## config.mk

```make
export PLATFORM = sky130hd
export DESIGN_NAME = nettlp_frame_gen
export DESIGN_NICKNAME = d
export VERILOG_FILES = /design/src/rtl/nettlp_frame_gen.sv
export SDC_FILE = /design/constraint.sdc
export NUM_CORES = 2
export LEC_CHECK = 0
export CORE_MARGIN = 2
export CORE_UTILIZATION = 55
export DETAILED_ROUTE_END_ITERATION = 10
export HOLD_SLACK_MARGIN = 0.1
export PLACE_DENSITY_LB_ADDON = 0.08
export SLEW_MARGIN = 10
export SYNTH_ARGS = -nofsm -noshare
export SYNTH_HDL_FRONTEND = slang
export SYNTH_SLANG_ARGS = --single-unit
```

## constraint.sdc

```tcl
create_clock -name clk156 -period 41 [get_ports clk156]
set_input_delay 10.25 -clock clk156 [delete_from_list [all_inputs] [get_ports clk156]]
set_output_delay 10.25 -clock clk156 [all_outputs]
set_load 0.01 [all_outputs]
```

## src/rtl/nettlp_frame_gen.sv

```systemverilog
// nettlp_frame_gen: builds one Ethernet/IPv4/UDP NetTLP frame per accepted start.
//   The frame carries a 4DW MWr TLP with an incrementing payload.
// Latency: the first beat is valid 2 cycles after the accepted start (one CALC cycle, then HDR).
// Backpressure: the beat is held stable while m_axis_tready is low. tvalid never drops mid-frame.
// Ports:
//   clk156/sys_rst   clock, async active-high reset
//   start + request  len_dw, addr, tag, seed, MACs and IPs are sampled with start in IDLE
//   m_axis_*         64-bit AXI-Stream master; byte lane 0 is the first wire byte
//   busy/err_len     not-IDLE flag; one-cycle pulse on a rejected length
//   seq_num          sequence number of the next frame
module nettlp_frame_gen #(
  parameter int          MAX_LEN_DW   = 256,
  parameter logic [15:0] UDP_DST_PORT = 16'h3000
) (
  input  logic        clk156,
  input  logic        sys_rst,
  input  logic        start,
  input  logic [9:0]  len_dw,
  input  logic [63:0] addr,
  input  logic [7:0]  tag,
  input  logic [31:0] seed,
  input  logic [47:0] dst_mac,
  input  logic [47:0] src_mac,
  input  logic [31:0] src_ip,
  input  logic [31:0] dst_ip,
  output logic [63:0] m_axis_tdata,
  output logic [7:0]  m_axis_tkeep,
  output logic        m_axis_tvalid,
  input  logic        m_axis_tready,
  output logic        m_axis_tlast,
  output logic        busy,
  output logic        err_len,
  output logic [15:0] seq_num
);

  typedef enum logic [1:0] {IDLE, CALC, HDR, PAY} state_t;

  localparam logic [10:0] MAX_LEN = 11'(MAX_LEN_DW);

  state_t state_q, state_d;

  logic [31:0]  ts_q;
  logic [15:0]  seq_q;
  logic         err_q;
  logic [9:0]   len_q;
  logic [63:0]  addr_q;
  logic [7:0]   tag_q;
  logic [31:0]  seed_q;
  logic [47:0]  dst_mac_q, src_mac_q;
  logic [31:0]  src_ip_q, dst_ip_q, ts_lat_q;
  logic [511:0] hdr_q;      // byte n of the header lives at [8n+7:8n]
  logic [2:0]   beat_q;
  logic [9:0]   pay_left_q; // payload beats still to send, including the current one
  logic [31:0]  pay_dw_q;   // value of the DW in lanes 0..3 of the current payload beat

  logic         len_ok;
  logic         fire;
  logic         pay_last;
  logic [15:0]  ip_len, udp_len, udp_dst, csum;
  logic [31:0]  csum_sum;
  logic [16:0]  csum_f1, csum_f2;
  logic [511:0] hdr_be, hdr_le;
  logic [31:0]  dw_lo, dw_hi;

  assign len_ok   = (len_dw != 10'd0) && ({1'b0, len_dw} <= MAX_LEN);
  assign fire     = m_axis_tvalid && m_axis_tready;
  assign pay_last = (pay_left_q == 10'd1);
  assign busy     = (state_q != IDLE);
  assign err_len  = err_q;
  assign seq_num  = seq_q;

  // Header fields, evaluated from the latched request during CALC.
  assign ip_len  = 16'd50 + {4'd0, len_q, 2'b00};
  assign udp_len = 16'd30 + {4'd0, len_q, 2'b00};
  assign udp_dst = UDP_DST_PORT + {12'd0, tag_q[3:0]};

  // IP checksum over the ten header words with the checksum word as 0.
  // Ten 16-bit words cannot overflow 20 bits, so two folds are enough.
  assign csum_sum = 32'h4500 + {16'd0, ip_len} + {16'd0, seq_q} + 32'h4000 + 32'h4011
                  + {16'd0, src_ip_q[31:16]} + {16'd0, src_ip_q[15:0]}
                  + {16'd0, dst_ip_q[31:16]} + {16'd0, dst_ip_q[15:0]};
  assign csum_f1  = {1'b0, csum_sum[15:0]} + {1'b0, csum_sum[31:16]};
  assign csum_f2  = {1'b0, csum_f1[15:0]} + {16'd0, csum_f1[16]};
  assign csum     = ~csum_f2[15:0];

  // Header in wire order, first byte at the MSB.
  assign hdr_be = {dst_mac_q, src_mac_q, 16'h0800,
                   8'h45, 8'h00, ip_len, seq_q, 16'h4000, 8'd64, 8'd17, csum,
                   src_ip_q, dst_ip_q,
                   16'h3000, udp_dst, udp_len, 16'h0000,
                   seq_q, ts_lat_q,
                   32'h6000_0000 | {22'd0, len_q}, {16'h0000, tag_q, 8'hFF},
                   addr_q[63:32], addr_q[31:0]};

  // Reverse bytes so beat b is simply hdr_q[64b +: 64] with lane 0 first.
  always_comb begin
    hdr_le = '0;
    for (int n = 0; n < 64; n++) begin
      hdr_le[8*n +: 8] = hdr_be[511-8*n -: 8];
    end
  end

  assign dw_lo = pay_dw_q;
  assign dw_hi = pay_dw_q + 32'd1;

  always_ff @(posedge clk156 or posedge sys_rst) begin
    if (sys_rst) state_q <= IDLE;
    else         state_q <= state_d;
  end

  always_comb begin
    state_d       = state_q;
    m_axis_tvalid = 1'b0;
    m_axis_tdata  = '0;
    m_axis_tkeep  = '0;
    m_axis_tlast  = 1'b0;
    case (state_q)
      IDLE: if (start && len_ok) state_d = CALC;
      CALC: state_d = HDR;
      HDR: begin
        m_axis_tvalid = 1'b1;
        m_axis_tdata  = hdr_q[{beat_q, 6'd0} +: 64];
        m_axis_tkeep  = 8'hFF;
        if (fire && beat_q == 3'd7) state_d = PAY;
      end
      PAY: begin
        m_axis_tvalid      = 1'b1;
        m_axis_tlast       = pay_last;
        m_axis_tdata[31:0] = {dw_lo[7:0], dw_lo[15:8], dw_lo[23:16], dw_lo[31:24]};
        // An odd length leaves the upper half of the final beat empty.
        if (pay_last && len_q[0]) begin
          m_axis_tkeep = 8'h0F;
        end else begin
          m_axis_tkeep        = 8'hFF;
          m_axis_tdata[63:32] = {dw_hi[7:0], dw_hi[15:8], dw_hi[23:16], dw_hi[31:24]};
        end
        if (fire && pay_last) state_d = IDLE;
      end
      default: state_d = IDLE;
    endcase
  end

  always_ff @(posedge clk156 or posedge sys_rst) begin
    if (sys_rst) begin
      ts_q       <= '0;
      seq_q      <= '0;
      err_q      <= 1'b0;
      len_q      <= '0;
      addr_q     <= '0;
      tag_q      <= '0;
      seed_q     <= '0;
      dst_mac_q  <= '0;
      src_mac_q  <= '0;
      src_ip_q   <= '0;
      dst_ip_q   <= '0;
      ts_lat_q   <= '0;
      hdr_q      <= '0;
      beat_q     <= '0;
      pay_left_q <= '0;
      pay_dw_q   <= '0;
    end else begin
      ts_q  <= ts_q + 32'd1;
      err_q <= (state_q == IDLE) && start && !len_ok;
      case (state_q)
        IDLE: if (start && len_ok) begin
          len_q     <= len_dw;
          addr_q    <= addr;
          tag_q     <= tag;
          seed_q    <= seed;
          dst_mac_q <= dst_mac;
          src_mac_q <= src_mac;
          src_ip_q  <= src_ip;
          dst_ip_q  <= dst_ip;
          ts_lat_q  <= ts_q;
        end
        CALC: begin
          hdr_q      <= hdr_le;
          beat_q     <= 3'd0;
          pay_left_q <= 10'(({1'b0, len_q} + 11'd1) >> 1);
          pay_dw_q   <= seed_q;
        end
        HDR: if (fire) beat_q <= beat_q + 3'd1;
        PAY: if (fire) begin
          pay_dw_q   <= pay_dw_q + 32'd2;
          pay_left_q <= pay_left_q - 10'd1;
          if (pay_last) seq_q <= seq_q + 16'd1;
        end
        default: ;
      endcase
    end
  end

endmodule

```

==> metrics <==
initial DRC count=2489; flop-to-flop setup slack=29.83 ns; top cell type's share of synthesized area=~50%; most used cell, CP=buf_4; post-CTS setup buffers=0; Worst Max-Slew Pin Slew=1.24 ns; residual DRC count=0; crit path DAT=4.74 ns; Async SR Flop Fraction=100%; Layout Nets=3619; status=finished, final reports clean; Cells on Worst Hold Path=1; syn_nets=roughly 3300; final hold viol count=0; crit path kind=flip-flop to output pin; total die area=66900 µm²; Port Buf Inserts=between 300 and 400; CP max-delay cell=and2_2; clock sink count=729; Filler cells=4800; hold path start=ts_q[31]; DP HPWL=between 80000 and 90000 µm; Initial Utilization=55.4%; clk slew on worst S/H paths=0.06 ns; yosys warns=0; Slew Limit Headroom=between 15 and 20%; Critical Path Fanout Max=44; sequential share of the synthesized area=~50%; post-layout minimum cycle time=14.99 ns; family with the most delay on the worst path=buffers and inverters; reg2reg start=len_q[4]; I/O pins=370; gpl congestion=0.965; Ant. Diodes=0; Total Neg Setup Slack=0 ns; crit-path max cell delay=0.88 ns; worst endpoint required time=30.75 ns; RSZ-0062 raised after global routing=no; post-cts resize count=0; max cap viols=0; DR WL/cell=27.9 µm; FF+latch count, synth=729; H-tree depth=3; number of global-route vias before repair=~26000; EDFF count, synth=0; first-pass GRT wire length=~170000 µm; cell count after placement=~4000; Fmax=66.7 MHz; Buf/Inv on CP=3; clk root buf=clkbuf_16; CP endpoint kind=output pin; Synth top cells by count=dfrtp_1, mux2_2, nand2_1, inv_1, clkbuf_1; Max Slew Vio Count=0; Vias per Instance=6.12; hold buffer count at CTS=0; Routed Antenna Nets=0; Overflow after GRT=0; CTS tree=done; Die Y=259 µm; clk buf depth=3; Synth area leader=dfrtp_1; Synth Cell Area=35700 µm²; pin count of the biggest net entering global routing=185; count of different cell masters after synthesis=83; clk_lat worst skew=0.65 ns; Final Non-Filler Cells=about 4100; multi-input combinational cell area=16100 µm²; Layout area overhead=19.7%; endpoints failing setup=0; Placement Rows=93; initial antenna violation count=5; GR Util All Layers=34.7%; die width=259 µm; Mean Syn Cell Area=12.2 µm²; ys flop type=dfrtp_1; Detailed Routing Iterations Pass 1=6; Worst Hold Class=flip-flop to flip-flop; Num CTS Buffers=77; register area=between 15000 and 20000 µm²; Post-Synthesis Cells=2923; critical-path cell list=buf_4, buf_4, and2_2, a21oi_1, o22ai_1, nand2_1, o21ai_0, clkdlybuf4s50_1; RR Endpoint=hdr_q[195]; hold endpoint=ts_q[31]; period utilisation layout=36.6%; Core Region=64300 µm²; ranking of synthesized cells by area=dfrtp_1, mux2_2, fa_1; worst clock skew=0.0245 ns; most common cell in the netlist=dfrtp_1; Vias=between 20000 and 30000; Routed WL=116000 µm; layout cells sized above 1=between 20% and 30%; worst reg-to-reg path cell count=35; Worst setup SP type=flip-flop
-- cells in the final DEF, fill, tap and decap left out, types with 22 or more instances in the layout --
| master | netlist | routed |
|---|---|---|
| nor2_1 | 135 | 133 |
| a221oi_1 | 34 | 34 |
| a21oi_1 | 68 | 68 |
| inv_1 | 160 | 159 |
| clkbuf_1 | 150 | 22 |
| xnor2_1 | 74 | 74 |
| mux4_2 | 33 | 33 |
| ha_1 | 58 | 55 |
| mux2_2 | 602 | 602 |
| clkbuf_16 | 0 | 77 |
| buf_4 | 9 | 31 |
| nor3_1 | 27 | 26 |
| dfrtp_1 | 729 | 726 |
| nand3_1 | 50 | 50 |
| clkdlybuf4s50_1 | 0 | 369 |
| nand2_1 | 211 | 211 |
| xor2_1 | 48 | 48 |
| a22o_1 | 41 | 41 |
| o21ai_0 | 123 | 123 |
| fa_1 | 60 | 60 |
-- through the flow --
step	hold slack, ns	util [%]	worst slack, ns	instance area [µm²]
after detailed placement	0.465	62.2	26.52	40000
after floorplan	0.440	-	10.30	35700
final	0.480	66.3	26.01	42700
after global placement	0.463	62.2	26.54	40000
after global routing	0.491	66.3	25.87	42700
after CTS	0.472	66.3	26.04	42700
-- layout make-up --
| cell class | instances | area share, % |
|---|---|---|
| Multi-Input combinational cell | 1853 | 37.8 |
| Clock buffer | 106 | 4.93 |
| Sequential cell | 729 | 42.8 |
| Tap cell | 855 | 2.51 |
| Inverter | 161 | 1.43 |
| Timing Repair Buffer | 401 | 9.24 |
| Clock inverter | 34 | 1.35 |
-- registers in the layout, indices dropped and copies added, names as in the netlist --
name	flops
len_q	10
hdr_q	327
addr_q	64
src_ip_q	32
ts_lat_q	32
beat_q	3
tag_q	8
seq_num	16
pay_left_q	10
ts_q	32
err_len	1
dw_lo	32
dst_ip_q	32
state_q	2
src_mac_q	48
dst_mac_q	48
seed_q	32
-- per-layer routing --
layer	wire length, µm	vias to the layer above	GRT usage [%]
li1	-	10900	-
met1	49300	13000	50.7
met2	52800	1272	53.7
met3	9690	170	5.49
met4	3800	0	10.8
met5	0	-	0
-- kinds of logic after synthesis --
group / count (synthesis) / share of synthesized area [%]
AOI/OAI and AO/OA: 414 / 7.98
xor gates and xnor gates: 123 / 3.04
adders and majority gates: 118 / 5.40
buffers and inverters: 341 / 3.76
DFF: 729 / 51.1
muxes: 656 / 21.7
and+or+nand+nor: 542 / 7.02
-- worst max-delay path by stage --
stage / startpoint / end / slack, ns / depth (start not counted)
final: beat_q[1] / m_axis_tdata[38] / 26.01 / 8
after global routing: beat_q[1] / m_axis_tdata[38] / 25.87 / 8
after CTS: beat_q[1] / m_axis_tdata[38] / 26.04 / 8
after detailed placement: len_dw[0] / dst_mac_q[4] / 26.52 / 9
after global placement: len_dw[0] / addr_q[16] / 26.54 / 9
after floorplan: sys_rst / addr_q[0] / 10.30 / 1
Power is left out: the tool's default activity adds up to more than one toggle a clock period on the data nets, which glitch-free logic cannot reach.
